**src/rtl/serial_subtractor.sv**
```systemverilog
// serial_subtractor
//   Bit-serial unsigned subtractor. A START accepted in IDLE or DONE latches
//   the operands, then one bit per clock is processed LSB first. After WIDTH
//   shift cycles the full result, borrow-out, overflow and zero flags are
//   published together and DONE pulses for one cycle.
//
// Ports
//   CLK   : clock, rising-edge active
//   RST   : synchronous, active-high reset
//   START : begin a subtraction (ignored while BUSY)
//   A, B  : unsigned minuend / subtrahend, sampled on START acceptance
//   BIN   : borrow-in, sampled on START acceptance
//   DIFF  : registered result (A - B - BIN) mod 2^WIDTH
//   BOUT  : registered borrow-out
//   OVF   : registered two's-complement overflow
//   ZERO  : registered flag, high when DIFF == 0
//   BUSY  : high while bits are being shifted
//   DONE  : one-cycle completion strobe
module serial_subtractor #(
  parameter int WIDTH = 8
) (
  input  logic             CLK,
  input  logic             RST,
  input  logic             START,
  input  logic [WIDTH-1:0] A,
  input  logic [WIDTH-1:0] B,
  input  logic             BIN,
  output logic [WIDTH-1:0] DIFF,
  output logic             BOUT,
  output logic             OVF,
  output logic             ZERO,
  output logic             BUSY,
  output logic             DONE
);

  localparam int CW = $clog2(WIDTH);

  typedef enum logic [1:0] {
    S_IDLE  = 2'd0,
    S_SHIFT = 2'd1,
    S_DONE  = 2'd2
  } state_t;

  state_t state_reg;
  state_t state_next;

  logic [WIDTH-1:0] a_reg;
  logic [WIDTH-1:0] b_reg;
  logic             borrow_reg;
  logic [CW-1:0]    cnt_reg;
  // Holds the WIDTH-1 already-computed bits; the final bit is merged in on
  // the completion edge, so the top bit never needs a storage slot.
  logic [WIDTH-2:0] res_reg;
  logic [WIDTH-2:0] res_next;

  logic             a_bit;
  logic             b_bit;
  logic             d_bit;
  logic             borrow_next;
  logic             accept;
  logic             last_bit;
  logic [WIDTH-1:0] diff_final;

  // One-bit full subtractor on the current LSBs of the operand shifters.
  assign a_bit       = a_reg[0];
  assign b_bit       = b_reg[0];
  assign d_bit       = a_bit ^ b_bit ^ borrow_reg;
  assign borrow_next = (~a_bit & b_bit) | (~(a_bit ^ b_bit) & borrow_reg);

  assign accept   = START && (state_reg != S_SHIFT);
  assign last_bit = (state_reg == S_SHIFT) && (cnt_reg == CW'(WIDTH - 1));

  // Result shifter: new bit enters at the top, everything else moves down.
  genvar gi;
  generate
    for (gi = 0; gi < WIDTH - 1; gi++) begin : g_res
      if (gi == WIDTH - 2) begin : g_top
        assign res_next[gi] = d_bit;
      end else begin : g_mid
        assign res_next[gi] = res_reg[gi+1];
      end
    end
  endgenerate

  assign diff_final = {d_bit, res_reg};

  // State register
  always_ff @(posedge CLK) begin
    if (RST) begin
      state_reg <= S_IDLE;
    end else begin
      state_reg <= state_next;
    end
  end

  // Next-state logic
  always_comb begin
    state_next = state_reg;
    case (state_reg)
      S_IDLE:  if (START) state_next = S_SHIFT;
      S_SHIFT: if (last_bit) state_next = S_DONE;
      S_DONE:  state_next = START ? S_SHIFT : S_IDLE;
      default: state_next = S_IDLE;
    endcase
  end

  // Output logic
  always_comb begin
    BUSY = 1'b0;
    DONE = 1'b0;
    case (state_reg)
      S_SHIFT: BUSY = 1'b1;
      S_DONE:  DONE = 1'b1;
      default: ;
    endcase
  end

  // Datapath: operand capture, bit-serial processing and result publication.
  always_ff @(posedge CLK) begin
    if (RST) begin
      a_reg      <= '0;
      b_reg      <= '0;
      borrow_reg <= 1'b0;
      cnt_reg    <= '0;
      res_reg    <= '0;
      DIFF       <= '0;
      BOUT       <= 1'b0;
      OVF        <= 1'b0;
      ZERO       <= 1'b1;
    end else if (accept) begin
      a_reg      <= A;
      b_reg      <= B;
      borrow_reg <= BIN;
      cnt_reg    <= '0;
      res_reg    <= '0;
    end else if (state_reg == S_SHIFT) begin
      a_reg      <= a_reg >> 1;
      b_reg      <= b_reg >> 1;
      borrow_reg <= borrow_next;
      cnt_reg    <= cnt_reg + 1'b1;
      res_reg    <= res_next;
      if (last_bit) begin
        // On the last bit a_bit/b_bit are the operand MSBs and d_bit is the
        // result MSB, so overflow falls out without keeping copies of A/B.
        DIFF <= diff_final;
        BOUT <= borrow_next;
        OVF  <= (a_bit ^ b_bit) & (d_bit ^ a_bit);
        ZERO <= (diff_final == '0);
      end
    end
  end

endmodule

```
**config.mk**
```make
export PLATFORM = sky130hd
export DESIGN_NAME = serial_subtractor
export DESIGN_NICKNAME = d
export VERILOG_FILES = /design/src/rtl/serial_subtractor.sv
export SDC_FILE = /design/constraint.sdc
export NUM_CORES = 1
export LEC_CHECK = 0
export CORE_UTILIZATION = 40
export DETAILED_ROUTE_END_ITERATION = 10
export PLACE_DENSITY = 0.64
export SETUP_SLACK_MARGIN = 0.3
export SLEW_MARGIN = 5
export SYNTH_ARGS = -nofsm -noshare
export SYNTH_HDL_FRONTEND = slang
export SYNTH_SLANG_ARGS = --single-unit
```
**constraint.sdc**
```tcl
create_clock -name CLK -period 1.55 [get_ports CLK]
set_input_delay 0.31 -clock CLK [delete_from_list [all_inputs] [get_ports CLK]]
set_output_delay 0.31 -clock CLK [all_outputs]
set_load 0.05 [all_outputs]
```
* Word-level counts from Yosys, hierarchy flattened
Index checks and enable logic that the tools add are counted.
** Word-level totals
- Output and inout bits :: 13
- Bits in registers :: 40
- Input bits :: 20
- Word-level logic and storage cells :: 47
** Cells by class
- Bitwise logic cells :: 10
- Multiplexer cells :: 12
- Equal/unequal tests :: 6
- Add/sub/neg operators :: 1
- Reductions and logical operators :: 8
** Operators with widths (number)
- 2-to-1 mux 8 bit :: 4
- zero test 8 bit :: 1
- one-hot mux 2 bit (3 select lines) :: 1
- 2-to-1 mux 1 bit :: 5
- 2-to-1 mux 2 bit :: 2
- inequality test 2 bit, second input constant :: 2
- adder 3 x 1 -> 3 bit, second input constant :: 1
- bitwise AND 1 bit :: 3
- equality test 3 bit, second input constant :: 1
- inverter 1 bit :: 3
- AND reduction 3 bit :: 1
- XOR 1 bit :: 3
- equality test 2 x 1 -> 1 bit, second input constant :: 1
- equality test 2 bit, second input constant :: 1
- logical AND 1 bit :: 2
- zero test 2 bit :: 1
- inequality test 2 x 1 -> 1 bit, second input constant :: 1
- AND reduction 2 bit :: 1
- nonzero test 2 bit :: 1
- OR reduction 2 bit :: 1
- bitwise OR 1 bit :: 1

* Logic depth before layout (Yosys ltp)
Gate-level depths: netlist of run 1.
- Depth in word-level cells :: 6
- Gate-level depth with buffers :: 6
- Depth with buffers taken out :: 5

* Worst setup path after synthesis of run 1
No wires, ideal clock.
- Path kind :: register -> register
- Start :: reg a_reg[0]
- End :: reg OVF
- Cell stages (with the launch flop) :: 6
- Setup time :: 0.071 ns
- Required time :: 1.479 ns
- Data arrival time :: 1.519 ns
- Path buffers :: 0
- Period minus slack after synthesis :: 1.590 ns
- Slack :: -0.040 ns
- Path through :: dfxtp_1 > inv_1 > fa_1 > xor2_1 > or3_1 > a21oi_1
** Between the ends
- Cells in the longest elaborated chain, start to end :: 4
** Ends and longest elaborated chain
- start, declared :: RTL line 47 : logic [WIDTH-1:0] a_reg;
- start signal, assigned :: RTL line 137 : a_reg <= a_reg >> 1;
- XOR 1 bit :: RTL line 67, 147
- XOR 1 bit :: RTL line 67 : assign d_bit = a_bit ^ b_bit ^ borrow_reg;
- XOR 1 bit :: RTL line 147 : OVF <= (a_bit ^ b_bit) & (d_bit ^ a_bit);
- bitwise AND 1 bit (*) :: RTL line 147
- end signal, assigned :: RTL line 147
- end, declared :: RTL line 30 : output logic OVF,
Every way passes the cells marked *; elsewhere a longest branch is shown, timed or not.
A chain may end at the register's enable or synchronous reset.

* Final worst setup path of run 1
Ends and elaborated chain as after synthesis.

==> impl_metrics.toml, run 1 <==
[timing]
setup_ws_ns = 0.0424
finalCriticalPeriod_ns = 1.51
rsz0062_at_grt = "yes"
tightest_slew_ns = 0.234
slew_headroom_pct = 84.3
hold_viol_final = 0
finalMaxSlewViolations = 0
skew_ns = 0.00179
fmax_mhz = 663
fin_setup_tns_ns = 0
setup_viol = 0
post-route-period-util_pct = 97.3

[global_routing]
grtUsageTotal_pct = 18.1
grt_max_degree = 31
grt_pass1_wl_um = 5820
grt_pass1_vias = 1330
overflow = 0
antenna_found_initial = 0

[placed_design]
io_buffers = 32
place_congestion = 0.771
dp_worst_setup_slack_ns = 0.0101
placed_cell_area_um2 = 2170
dp_hpwl_um = 2470

[cts]
cts_tree = "done"
cts.htree.levels = 2
max-clock-path-buffers = 2
cts-root-buf = "clkbuf_8"
clock_latency_ns = 0.29
cts_buffers = 5
cts.sinks = 40
cts_hold_buffers = 0
clk_pin_slew_ns = 0.07

[route]
first_pass_iters = 4
routedWlPerCell_um = 13.1
drc_errors = 0
routed_wl_um = 3600
antenna_left = 0
drtIter0Drc = 32
routed_via_density = 5.12
vias = 1407

[synth]
avgSynthCellArea_um2 = 9.22
netlist_instances = 180
yosys-top-cells-area = "dfxtp_1 (48%), mux2i_1 (10%), nand2_1 (7.7%), a211oi_1 (7.2%), a21oi_1 (5.4%)"
syn-num-nets = 204
ys_types = 28
synth_top_area_cell = "dfxtp_1"
yosys.area.top_type_share_pct = 48.2
yosysWarnings = 0
yosysSeqAreaShare_pct = 48.2
ys_ff_latch = 40
syn_area_um2 = 1660

[worst_hold_path]
holdPathStages = 2
hp-class = "register to register"

[floorplanning]
initial_core_util_pct = 41.5
chipHeight_um = 66.4
ios = 33
dieArea_um2 = 4410
num_rows = 23
die_x_um = 66.4
coreArea_um2 = 4000

[power]
p_leak_nw = 1.01
irDropWorstVdd_uv = 613
power_mw = 2.10
powerDensity_nw_per_um2 = 849

[cells_and_area]
drive_above_1_share_pct = 32.9
finalNetCount = 249
final_area_um2 = 2480
layout_common_cells = "dfxtp_1 (34), nand2_1 (27), nor2_1 (19), clkdlybuf4s50_1 (19), mux2i_1 (16)"
area_growth_pct = 49.4
n_antenna_cell = 0
mostFrequentLayoutCell = "dfxtp_1"
utilization_pct = 62.0

[setup_path]
crit_required_ns = 1.78
ff2ff_path_depth = 5
worstReg2RegStart = "a_reg[0]"
endpoint = "OVF"
ff2ff_setup_slack_ns = 0.04
timing.critical_path.from = "a_reg[0]"
path_class = "register to register"
worstPathArrival_ns = 1.74
end_kind = "register"
crit_fanout = 2
worstSetupStartpointType = "register"
crit-reg2reg-capture = "OVF"

[run]
cap_viol_max_count = 0

[status]
status = "complete, no violations"
-- worst min-delay path by stage --
stage / start / endpoint / slack [ns]
6_report: OVF / OVF / 0.48
5_1_grt: OVF / OVF / 0.50
4_1_cts: OVF / OVF / 0.46
3_5_place_dp: OVF / OVF / 0.46
3_3_place_gp: cnt_reg[1] / cnt_reg[1] / 0.45
2_1_floorplan: cnt_reg[1] / cnt_reg[1] / 0.44
-- cell usage after synthesis --
cell type	number
a2bb2oi_1	1
or3_1	1
nand3_1	1
dfxtp_1	40
nor3_1	2
nor2_1	20
fa_1	1
nor4_1	1
mux2i_1	17
nor2b_1	1
inv_1	2
buf_4	1
nor4b_1	1
nand2b_2	1
xnor2_1	1
xor2_1	1
a21oi_1	18
buf_2	3
buf_6	5
a211oi_2	1
clkbuf_1	4
and3b_1	1
a211oi_1	16
nand2_1	34
inv_2	1
a21o_1	1
nand3b_1	1
ha_1	3
-- power by group --
| group | switching, mW | leakage, nW | total, mW | internal (mW) |
|---|---|---|---|---|
| clock | 0.338 | 0.0410 | 0.644 | 0.306 |
| combinational | 0.162 | 0.637 | 0.349 | 0.187 |
| sequential | 0.0337 | 0.329 | 1.11 | 1.08 |
-- layout make-up --
type / count / area [um^2]
Clock buffer: 6 / 72.6
Clock inverter: 1 / 5.00
Fill cell: 315 / 1520
Inverter: 3 / 18.8
Multi-Input combinational cell: 124 / 897
Sequential cell: 40 / 808
Tap cell: 50 / 62.6
Timing Repair Buffer: 51 / 616
-- logic make-up (layout without fill, tap and decap cells) --
family,after synthesis,after routing,synth area share (%)
flip-flops,40,40,48.2
buffers and inverters,16,61,6.33
adder cells (fa/ha/maj),4,4,3.47
AO/OA/AOI/OAI,37,37,14.4
XOR/XNOR,2,2,1.06
AND/OR/NAND/NOR,64,64,16.3
multiplexers,17,17,10.2
-- critical path, stage by stage, from the launching register on --
cell     delay, ns
dfxtp_2       0.34
inv_2         0.04
fa_1          0.47
xor2_1        0.16
or3_1         0.33
a21oi_2       0.12
-- routing by layer --
| layer | up-vias | GRT usage, % | wire [um] |
|---|---|---|---|
| met5 | - | 0 | 0 |
| met4 | 0 | 7.98 | 61 |
| met3 | 6 | 5.69 | 114 |
| met2 | 23 | 31.3 | 1840 |
| met1 | 675 | 20.2 | 1580 |
| li1 | 703 | - | - |
-- through the flow --
| step | instances | hold WS [ns] |
|---|---|---|
| after detailed placement | 260 | 0.457 |
| after floorplan | 180 | 0.438 |
| after global routing | 275 | 0.500 |
| after global placement | 260 | 0.448 |
| after CTS | 270 | 0.464 |
| final | 275 | 0.477 |
-- what timing repair did --
| item | CTS | global route |
|---|---|---|
| pin swaps | 4 | 10 |
| buffers inserted | 3 | 5 |
| resized for setup | 17 | 29 |
| endpoints found under the setup margin | 14 | 24 |
No activity file was read; power rests on OpenSTA's default activity.
==> run 2, diff against run 1 <==
- SKIP_CTS_REPAIR_TIMING: default -> 1
==> impl_metrics.toml, run 2 (same netlist as run 1, synthesis figures left out) <==
[global_routing]
grt_pass1_vias = 1259
grt_max_degree = 31
grtUsageTotal_pct = 17.3
overflow = 0
grt_pass1_wl_um = 5560
antenna_found_initial = 0

[power]
seq_power_share_pct = 53.4
combPwrFrac_pct = 15.8
powerDensity_nw_per_um2 = 866
irDropWorstVdd_uv = 611
p_switching_mw = 0.523
power.share.clock_pct = 30.7
intPower_mw = 1.56
p_leak_nw = 0.958
p_sw_share_pct = 25.1

[cells_and_area]
fin_cells = 272
drive_above_1_share_pct = 27.5
n_antenna_cell = 0
layout_common_cells = "dfxtp_1 (34), nand2_1 (29), nor2_1 (19), clkdlybuf4s50_1 (19), mux2i_1 (17)"
area_growth_pct = 44.8
finalNetCount = 246
mostFrequentLayoutCell = "dfxtp_1"

[floorplanning]
ios = 33
die_x_um = 66.4
initial_core_util_pct = 41.5
dieArea_um2 = 4410
coreArea_um2 = 4000
num_rows = 23
chipHeight_um = 66.4

[placed_design]
dp_cells = 260
dp_hpwl_um = 2470
place_congestion = 0.771
io_buffers = 32

[setup_path]
ff2ff_setup_slack_ns = -0.002
worstReg2RegStart = "a_reg[0]"
worstPathArrival_ns = 1.78
path_class = "register to register"
crit_fanout = 3
end_kind = "register"
crit_required_ns = 1.78
ff2ff_path_depth = 5
worstSetupStartpointType = "register"
crit-reg2reg-capture = "OVF"

[timing]
fmax_mhz = 644
holdWs_ns = 0.492
tightest_slew_ns = 0.240
setup_ws_ns = -0.00171
skew_ns = 0.00240
post-route-period-util_pct = 100
finalCriticalPeriod_ns = 1.55
hold_viol_final = 0
slew_headroom_pct = 83.8
setup_viol = 1
finalMaxSlewViolations = 0
rsz0062_at_grt = "yes"

[cts]
clock_latency_ns = 0.29
cts-root-buf = "clkbuf_8"
cts_tree = "done"
max-clock-path-buffers = 2
clk_pin_slew_ns = 0.07
cts.htree.levels = 2
cts_buffers = 5
cts.sinks = 40

[status]
violations = "setup timing"
status = "finished with violations"

[route]
routed_via_density = 5.13
antenna_left = 0
routedWlPerCell_um = 13.0
routed_wl_um = 3530
first_pass_iters = 4
drc_errors = 0
vias = 1396
drtIter0Drc = 39

[worst_hold_path]
hold_path_end = "DIFF[1]"
holdPathStages = 2
hp-class = "register to register"
hold_start = "DIFF[1]"

[run]
cap_viol_max_count = 0
run 2: cell count changes in the layout (fill, tap and decap cells not counted), sizes merged:
cell  before  now
buf       32   29
run 2: per-stage QoR:
stage	setup TNS, ns	worst slack, ns	power (mW)	area (um^2)	utilization, %
after floorplan	0	0.0439	1.32	1680	-
after global routing	-0.0666	-0.0557	2.19	2400	60.1
after detailed placement	0	0.0101	1.43	2170	54.4
final	-0.00171	-0.00171	2.08	2400	60.1
after CTS	0	0.0291	2.07	2250	56.3
after global placement	0	0.0594	1.42	2170	54.4
run 2: area by class of cell:
type,count,area [um^2]
clock buffer,6,72.6
sequential,40,808
multi-input combinational,124,851
tap,50,62.6
timing repair buffer,48,586
clock inverter,1,5.00
inverter,3,18.8
fill,326,1600
run 2: routing by layer:
metal	wire, um	track usage [%]	vias to the layer above
li1	-	-	703
met3	119	5.69	6
met4	61	7.98	0
met2	1750	28.7	27
met1	1600	20.0	660
met5	0	0	-
run 2: how the worst max path moves through the flow:
| stage | start | endpoint | cells after the start |
|---|---|---|---|
| after floorplan | a_reg[0] | OVF | 5 |
| after global placement | START | cnt_reg[0] | 4 |
| after detailed placement | START | cnt_reg[0] | 4 |
| after CTS | a_reg[0] | OVF | 5 |
| after global routing | a_reg[0] | OVF | 5 |
| final | a_reg[0] | OVF | 5 |
run 2: worst max-delay path, stage by stage, from the launching register on:
cell and delay (ns):
dfxtp_2 0.34, inv_2 0.04, fa_1 0.48, xor2_1 0.17, or3_1 0.33, a21oi_2 0.12
run 2: power groups by stage:
stage | Sequential [mW] | Clock [mW] | Combinational, mW
final | 1.11 | 0.640 | 0.330
after global routing | 1.12 | 0.717 | 0.357
after CTS | 1.11 | 0.664 | 0.302
after detailed placement | 1.13 | 0 | 0.299
after global placement | 1.13 | 0 | 0.289
after floorplan | 1.12 | 0 | 0.197
